==> src/rtl/npu_setreset_pulse_gen.sv <==
// SET/RESET pulse sequencer: latches one operation's width and switch windows on start,
// drives the array switches for the pulse, then discharges. Optional nest check: NPU_PULSE_NEST_CHECK_EN.
//
// state     | meaning
// IDLE      | waiting for start; config not latched
// PULSE     | cycle index c runs 0..W, switches follow their windows
// DISCHARGE | DISCHG high for DISCHG_CYCLES cycles, all switches low
module npu_setreset_pulse_gen #(
    parameter int CNT_WIDTH     = 16,
    parameter int DISCHG_CYCLES = 4
) (
    input  logic                 clk,
    input  logic                 rst_n,
    input  logic                 start,
    input  logic                 mode,
    input  logic                 abort,
    input  logic [CNT_WIDTH-1:0] set_pulse_width,
    input  logic [CNT_WIDTH-1:0] reset_pulse_width,
    input  logic [CNT_WIDTH-1:0] set_wl_st,
    input  logic [CNT_WIDTH-1:0] set_wl_end,
    input  logic [CNT_WIDTH-1:0] set_sel_st,
    input  logic [CNT_WIDTH-1:0] set_sel_end,
    input  logic [CNT_WIDTH-1:0] set_bl_st,
    input  logic [CNT_WIDTH-1:0] set_bl_end,
    input  logic [CNT_WIDTH-1:0] reset_wl_st,
    input  logic [CNT_WIDTH-1:0] reset_wl_end,
    input  logic [CNT_WIDTH-1:0] reset_sel_st,
    input  logic [CNT_WIDTH-1:0] reset_sel_end,
    input  logic [CNT_WIDTH-1:0] reset_bl_st,
    input  logic [CNT_WIDTH-1:0] reset_bl_end,
    output logic                 DACWL_SW,
    output logic                 DACSEL_SW,
    output logic                 DACBL_SW,
    output logic                 SET,
    output logic                 RESET,
    output logic                 DISCHG,
    output logic                 busy,
    output logic                 done,
    output logic                 err
);

    localparam int DW = (DISCHG_CYCLES > 1) ? $clog2(DISCHG_CYCLES) : 1;
    localparam logic [DW-1:0] DCNT_LAST = DW'(DISCHG_CYCLES - 1);

    typedef enum logic [1:0] {IDLE, PULSE, DISCHARGE} state_t;

    typedef logic [CNT_WIDTH-1:0] cnt_t;

    state_t  state_q, state_d;
    cnt_t    cnt_q, cnt_d;
    logic [DW-1:0] dcnt_q, dcnt_d;
    logic    latch;
    logic    mode_q, mode_e;
    cnt_t    w_q, wl_st_q, wl_end_q, sel_st_q, sel_end_q, bl_st_q, bl_end_q;
    cnt_t    sel_w, sel_wl_st, sel_wl_end, sel_sel_st, sel_sel_end, sel_bl_st, sel_bl_end;
    cnt_t    w_e, wl_st_e, wl_end_e, sel_st_e, sel_end_e, bl_st_e, bl_end_e;
    logic    win_err, nest_err;
    logic    wl_d, sel_d, bl_d, set_d, reset_d, dischg_d, busy_d, done_d, err_d;

    function automatic logic win_on(input cnt_t st, input cnt_t en, input cnt_t w, input cnt_t c);
        return (st <= c) && (c <= en) && (c <= w);
    endfunction

    assign sel_w       = mode ? reset_pulse_width : set_pulse_width;
    assign sel_wl_st   = mode ? reset_wl_st   : set_wl_st;
    assign sel_wl_end  = mode ? reset_wl_end  : set_wl_end;
    assign sel_sel_st  = mode ? reset_sel_st  : set_sel_st;
    assign sel_sel_end = mode ? reset_sel_end : set_sel_end;
    assign sel_bl_st   = mode ? reset_bl_st   : set_bl_st;
    assign sel_bl_end  = mode ? reset_bl_end  : set_bl_end;

    assign win_err = (sel_wl_st > sel_wl_end)   || (sel_wl_end > sel_w)  ||
                     (sel_sel_st > sel_sel_end) || (sel_sel_end > sel_w) ||
                     (sel_bl_st > sel_bl_end)   || (sel_bl_end > sel_w);

`ifdef NPU_PULSE_NEST_CHECK_EN
    assign nest_err = !((sel_wl_st <= sel_sel_st) && (sel_sel_st <= sel_bl_st) &&
                        (sel_bl_end <= sel_sel_end) && (sel_sel_end <= sel_wl_end));
`else
    assign nest_err = 1'b0;
`endif

    always_comb begin
        state_d = state_q;
        cnt_d   = cnt_q;
        dcnt_d  = dcnt_q;
        latch   = 1'b0;
        err_d   = 1'b0;
        done_d  = 1'b0;
        case (state_q)
            IDLE: begin
                if (start) begin
                    if (nest_err) begin
                        err_d = 1'b1;
                    end else begin
                        state_d = PULSE;
                        cnt_d   = '0;
                        latch   = 1'b1;
                        err_d   = win_err;
                    end
                end
            end
            PULSE: begin
                // Exit on equality so a width of all-ones never wraps the index.
                if (abort || (cnt_q == w_q)) begin
                    state_d = DISCHARGE;
                    cnt_d   = '0;
                    dcnt_d  = DCNT_LAST;
                end else begin
                    cnt_d = cnt_q + 1'b1;
                end
            end
            DISCHARGE: begin
                if (dcnt_q == '0) begin
                    state_d = IDLE;
                    done_d  = 1'b1;
                end else begin
                    dcnt_d = dcnt_q - 1'b1;
                end
            end
            default: state_d = IDLE;
        endcase
    end

    // Outputs are registered, so they are computed from next-cycle state and config.
    always_comb begin
        mode_e    = latch ? mode        : mode_q;
        w_e       = latch ? sel_w       : w_q;
        wl_st_e   = latch ? sel_wl_st   : wl_st_q;
        wl_end_e  = latch ? sel_wl_end  : wl_end_q;
        sel_st_e  = latch ? sel_sel_st  : sel_st_q;
        sel_end_e = latch ? sel_sel_end : sel_end_q;
        bl_st_e   = latch ? sel_bl_st   : bl_st_q;
        bl_end_e  = latch ? sel_bl_end  : bl_end_q;
        wl_d      = (state_d == PULSE) && win_on(wl_st_e, wl_end_e, w_e, cnt_d);
        sel_d     = (state_d == PULSE) && win_on(sel_st_e, sel_end_e, w_e, cnt_d);
        bl_d      = (state_d == PULSE) && win_on(bl_st_e, bl_end_e, w_e, cnt_d);
        set_d     = (state_d == PULSE) && !mode_e;
        reset_d   = (state_d == PULSE) && mode_e;
        dischg_d  = (state_d == DISCHARGE);
        busy_d    = (state_d != IDLE);
    end

    always_ff @(posedge clk or negedge rst_n) begin
        if (!rst_n) begin
            state_q   <= IDLE;
            cnt_q     <= '0;
            dcnt_q    <= '0;
            mode_q    <= 1'b0;
            w_q       <= '0;
            wl_st_q   <= '0;
            wl_end_q  <= '0;
            sel_st_q  <= '0;
            sel_end_q <= '0;
            bl_st_q   <= '0;
            bl_end_q  <= '0;
            DACWL_SW  <= 1'b0;
            DACSEL_SW <= 1'b0;
            DACBL_SW  <= 1'b0;
            SET       <= 1'b0;
            RESET     <= 1'b0;
            DISCHG    <= 1'b0;
            busy      <= 1'b0;
            done      <= 1'b0;
            err       <= 1'b0;
        end else begin
            state_q <= state_d;
            cnt_q   <= cnt_d;
            dcnt_q  <= dcnt_d;
            if (latch) begin
                mode_q    <= mode;
                w_q       <= sel_w;
                wl_st_q   <= sel_wl_st;
                wl_end_q  <= sel_wl_end;
                sel_st_q  <= sel_sel_st;
                sel_end_q <= sel_sel_end;
                bl_st_q   <= sel_bl_st;
                bl_end_q  <= sel_bl_end;
            end
            DACWL_SW  <= wl_d;
            DACSEL_SW <= sel_d;
            DACBL_SW  <= bl_d;
            SET       <= set_d;
            RESET     <= reset_d;
            DISCHG    <= dischg_d;
            busy      <= busy_d;
            done      <= done_d;
            err       <= err_d;
        end
    end

endmodule
==> config.mk <==
export PLATFORM = sky130hd
export DESIGN_NAME = npu_setreset_pulse_gen
export DESIGN_NICKNAME = d
export VERILOG_FILES = /design/src/rtl/npu_setreset_pulse_gen.sv
export SDC_FILE = /design/constraint.sdc
export NUM_CORES = 1
export LEC_CHECK = 0
export ABC_AREA = 1
export CORE_UTILIZATION = 58
export CTS_CLUSTER_SIZE = 28
export DETAILED_ROUTE_END_ITERATION = 7
export GPL_ROUTABILITY_DRIVEN = 0
export PLACE_DENSITY = 0.88
export RECOVER_POWER = 100
export SKIP_LAST_GASP = 1
export SLEW_MARGIN = 5
export SYNTH_ARGS = -nofsm -noshare
export SYNTH_HDL_FRONTEND = slang
export SYNTH_SLANG_ARGS = --single-unit
==> constraint.sdc <==
create_clock -name clk -period 4.83 [get_ports clk]
set_clock_uncertainty 0.15 [all_clocks]
set_input_delay 0.966 -clock clk [delete_from_list [all_inputs] [get_ports clk]]
set_output_delay 0.966 -clock clk [all_outputs]
set_load 0.1 [all_outputs]
Word level (Yosys, flattened, before mapping)
Index checks and enable logic that the tools add are counted.
Word-level totals
  bits in registers: 142
  input bits: 229
  output and inout bits: 9
  word-level logic and storage cells: 96
Operators by class
  add/subtract/negate cells: 2
  magnitude comparators: 13
  equal/unequal tests: 7
  mux-type cells: 31
  reductions and logical operators: 23
Operator list (count)
  $mux W16: 16
  $le A16 B16 Y1: 7
  $gt A16 B16 Y1: 6
  $pmux W16 S2: 1
  $add A16 B1 Y16 const B: 1
  $eq A16 B16 Y1: 1
  $logic_and A1 B1 Y1: 11
  $mux W2: 5
  $mux W1: 7
  $logic_or A1 B1 Y1: 6
  $pmux W2 S3: 1
  $eq A2 B1 Y1 const B: 2
  $eq A2 B2 Y1 const B: 2
  $logic_not A2 Y1: 2
  $ne A2 B2 Y1 const B: 2
  $pmux W2 S2: 1
  $reduce_bool A2 Y1: 2
  $reduce_and A3 Y1: 1
  $sub A2 B1 Y2 const B: 1
  $logic_not A1 Y1: 1

Longest topological paths before layout
  word-level depth: 9
  gate-level depth with buffers: 25
  mapped depth without buffers: 25

Least setup slack after synthesis
No wires, ideal clock.
  kind: input to register
  start: in start
  end: reg DACWL_SW
  setup time: 115 ps
  arrival: 3330 ps
  data required time: 4565 ps
  slack: 1236 ps
  stages on the path: 18
  buffers on the path: 4
  path through: nand2_1 > nor2_2 > buf_2 > buf_2 > clkbuf_1 > clkbuf_1 > a31oi_1 > ha_1 > nand2_1 > inv_1 > nand3_1 > nor3_1 > nand2_1 > o21bai_1 > nand2_1 > o21ai_0 > nand2_1 > nor2_1
On the way
  word-level cells in the longest chain between the ends: 7
  elaborated cells on any way between the ends: 16
  those cells by class: order compare (3); eq/ne (1); mux (9); reduce/logical (3)
Ends and longest elaborated chain
  from (decl): RTL line 14  | input logic start,
  $mux W1: RTL line 92  | if (start) begin
  $mux W1: RTL line 90  | case (state_q)
  $mux W16
  net wl_st_e[15]: RTL line 56  | cnt_t w_e, wl_st_e, wl_end_e, sel_st_e, sel_end_e, bl_st_e, bl_end_e;
  $le A16 B16 Y1: RTL line 61  | return (st <= c) && (c <= en) && (c <= w);
  $logic_and A1 B1 Y1 (2 in series): RTL line 61
  $logic_and A1 B1 Y1: RTL line 135  | wl_d = (state_d == PULSE) && win_on(wl_st_e, wl_end_e, w_e, cnt_d);
  net wl_d: RTL line 58  | logic wl_d, sel_d, bl_d, set_d, reset_d, dischg_d, busy_d, done_d, err_d;
  to (signal assigned): RTL line 180  | DACWL_SW <= wl_d;
  to (decl): RTL line 31  | output logic DACWL_SW,
The timed path passes the listed nets, and every way through them passes these cells.
A chain may end at the register's enable or synchronous reset.

Worst setup path in the final report
  start: in abort
  end: reg DACSEL_SW
On the way
  word-level cells in the longest chain between the ends: 7
  elaborated cells on any way between the ends: 12
  those cells by class: order compare (3); eq/ne (1); mux (4); reduce/logical (4)
Ends and longest elaborated chain
  from (decl): RTL line 16  | input logic abort,
  $logic_or A1 B1 Y1 *: RTL line 105  | if (abort || (cnt_q == w_q)) begin
  $mux W16 *: RTL line 105
  $pmux W16 S2 *: RTL line 90
  net cnt_d[14]: RTL line 50  | cnt_t cnt_q, cnt_d;
  $le A16 B16 Y1: RTL line 61
  $logic_and A1 B1 Y1: RTL line 61
  $logic_and A1 B1 Y1 *: RTL line 61
  $logic_and A1 B1 Y1 *: RTL line 136  | sel_d = (state_d == PULSE) && win_on(sel_st_e, sel_end_e, w_e, cnt_d);
  net sel_d: RTL line 58
  to (signal assigned): RTL line 181  | DACSEL_SW <= sel_d;
  to (decl): RTL line 32  | output logic DACSEL_SW,
Mark *: on every way through the listed nets, which the timed path passes. The rest lies on a longest branch.

==> flow_summary.yaml <==
sta:
  tightest_slew_ns: 3.409
  final.period_utilization: 0.9447
  fmax_mhz: 219.2
  drv_slew: 74
  rsz0062_at_grt: "false"
  hold_violations: 0
  setup_tns_ns: 0
  slew_headroom: -1.273
  fin_crit_ns: 4.563
  setup_viol: 0
finish:
  area_growth_pct: 26.88
  layout-drive-gt1-share: 0.09338
  layout.nets: 2325
  antenna_cells: 0
  fin_area_um2: 15510
global_routing:
  grt_pass1_wl_mm: 65.02
  use_met1: 0.4654
  grt_pass1_vias: 12800
  antenna_found_initial: 0
  grt.busiest_layer: "met2"
  grt_max_degree: 86
  use_met2: 0.6557
  use_met3: 0.08292
  grt_overflow_total: 0
  grt_usage: 0.3924
hold_path:
  worstHoldPathType: "reg2reg"
drt:
  drc_errors: 0
  drt_iter0_markers: 1190
  viasPerCell: 5.940
  routed-via-count: 12990
  wire_per_inst_um: 19.04
  routed_wl_mm: 41.63
  ant_nets: 0
  first_pass_iters: 8
clock_network:
  hold_buffers: 0
  cts_inserted_buffers: 17
  cts-root-buf: "clkbuf_16"
  cts_tree: "done"
  clk_pin_slew_ns: 0.06
  htree_levels: 4
  cts_resized: 0
  clockBufferDepth: 2
  post-cts-setup-buffers: 0
  clock-sinks: 142
  clk_latency_ns: 0.45
synthesis:
  yosys_warnings: 0
  seq_area_frac_synth: 0.2906
  synthArstFlopShare: 1.000
  ys_seq_elements: 142
  syn_nets: 2090
  synth_ff_type: "dfrtp_1"
  synth_edf_count: 0
  synthCells: 1669
  ys_types: 47
  synth.avg_cell_area_um2: 7.327
  synth_area_um2: 12230
setup_path:
  cp-start-kind: "input port"
  path_max_fanout: 16
  critPathKind: "in2reg"
  endpoint_kind: "flop"
  arrival_ns: 4.77
  cp.required_ns: 5.04
floorplanning:
  initial_core_util: 0.5985
  dieWidth_um: 147.2
  rows: 52
  die_h_um: 147.2
  fp.coreArea_um2: 20430
  dieArea_um2: 21670
  ioPinCount: 238
place:
  placed_area_um2: 14980
  io_buffers: 237
  post-dp-hpwl_mm: 33.43
flow_run:
  max_cap_viol_count: 1
status:
  status: "finished with violations"
  violations: "max-capacitance violations, max-slew violations"
pwr:
  power.leakage_nw: 7.708
  p_per_area_nw_per_um2: 439.5
  power_mw: 6.819
  vdd_drop_max_uv: 217.4
-- cell type report --
type | count | area [um2]
sequential | 142 | 3553
clock buffer | 18 | 429.2
inverter | 234 | 879.6
clock inverter | 14 | 155.1
fill | 1489 | 4915
multi-input combinational | 1244 | 7570
tap | 270 | 337.8
timing repair buffer | 265 | 2590
-- flip-flops by register name, summed over array words and instances, names as in the netlist, 2 cells and up, named ones only --
register / count
bl_end_q: 16
bl_st_q: 16
sel_end_q: 16
sel_st_q: 16
w_q: 16
wl_end_q: 16
wl_st_q: 16
cnt_q: 13
dcnt_q: 2
state_q: 2
-- worst max-delay path, stage by stage --
cell and delay, ns:
clkdlybuf4s50_1 0.41, inv_1 0.12, nand2_2 0.06, nor2_1 0.92
nand2_1 0.11, o22ai_1 0.47, buf_4 0.27, ha_1 0.13
nand2_1 0.06, nor2_1 0.15, nand4_1 0.15, nor3_1 0.33
o21ai_0 0.15, nor2_1 0.12, nand2_1 0.07, nand2_1 0.07
nand2_1 0.05, nor2_1 0.15
-- Yosys cell counts, types with 2 or more instances --
cell type / count / area [um2]
nand2_2: 10 / 62.56
o211ai_1: 2 / 15.01
ha_1: 192 / 2402
or2_1: 5 / 31.28
o221ai_1: 6 / 52.55
dfrtp_1: 142 / 3553
o2111ai_1: 4 / 35.03
a211oi_1: 8 / 60.06
mux2i_1: 18 / 180.2
buf_2: 12 / 60.06
inv_1: 222 / 833.3
a21oi_1: 79 / 395.4
nand2_1: 389 / 1460
o21bai_1: 6 / 45.04
xor2_1: 5 / 43.79
nand4_1: 22 / 137.6
nand3b_1: 3 / 22.52
nor2_4: 2 / 22.52
o21ai_2: 4 / 35.03
nor2_1: 105 / 394.1
o22ai_1: 3 / 18.77
a31oi_1: 44 / 275.3
a221oi_1: 4 / 35.03
clkbuf_1: 36 / 135.1
o21ai_0: 151 / 755.7
a21o_1: 4 / 30.03
or2_2: 92 / 575.6
nand3_1: 45 / 225.2
inv_2: 11 / 41.29
nor2_2: 6 / 37.54
nor3_1: 11 / 55.05
o21ai_1: 8 / 40.04
o21a_1: 4 / 30.03
-- final timing paths --
check / start / endpoint / slack, ns / cells after the start
hold reg to reg: wl_end_q[0]$_DFF_PN0_ / wl_end_q[0]$_DFF_PN0_ / 0.40 / 2
hold / removal: wl_end_q[0]$_DFF_PN0_ / wl_end_q[0]$_DFF_PN0_ / 0.40 / 2
min in group asynchronous: rst_n / sel_st_q[14]$_DFF_PN0_ / 1.66 / 1
setup / recovery: abort / DACSEL_SW$_DFF_PN0_ / 0.27 / 18
setup reg to reg: cnt_q[11]$_DFF_PN0_ / DACSEL_SW$_DFF_PN0_ / 0.35 / 23
max in group asynchronous: rst_n / w_q[2]$_DFF_PN0_ / 0.72 / 2
-- through the flow --
stage	hold slack, ns	worst slack [ns]	utilization	std cells
final	0.4012	0.2671	0.7594	2187
after global routing	0.4251	0.1277	0.7594	2187
after CTS	0.3997	0.6511	0.7620	2187
after detailed placement	0.3736	0.4866	0.7334	2155
after global placement	0.3504	0.5769	0.7334	2155
after floorplan	0.3256	1.236	-	1669
-- cells in the final DEF (no fill, tap or decap), drive strengths merged, types with 21 or more instances in the layout --
master	netlist	routed
nand4	23	23
ha	192	192
buf	13	21
a21oi	79	79
inv	233	239
dfrtp	142	142
o21ai	163	163
a31oi	44	44
or2	98	98
clkdlybuf4s50	0	225
nand2	400	400
clkbuf	36	26
nor2	113	113
nand3	46	46
-- routing by layer --
metal  vias to the layer above  share of wire
li1                       6011              -
met4                         0          0.058
met1                      6022           0.37
met2                       776           0.47
met5                         -              0
met3                       181           0.10
-- kinds of logic after synthesis --
| logic type | after synthesis | share of synthesized area |
|---|---|---|
| fa+ha+maj | 192 | 0.1965 |
| simple gates | 697 | 0.2529 |
| xor+xnor | 5 | 0.003581 |
| buf+inv | 283 | 0.08882 |
| mux | 18 | 0.01473 |
| flops | 142 | 0.2906 |
| compound gates | 332 | 0.1529 |
-- power by group --
part           switching, mW  leakage [nW]  internal (mW)
registers              0.193          1.63           1.69
clock network          0.577         0.282          0.769
logic                   2.28          5.80           1.30
Power figures use the tool's default switching activity.
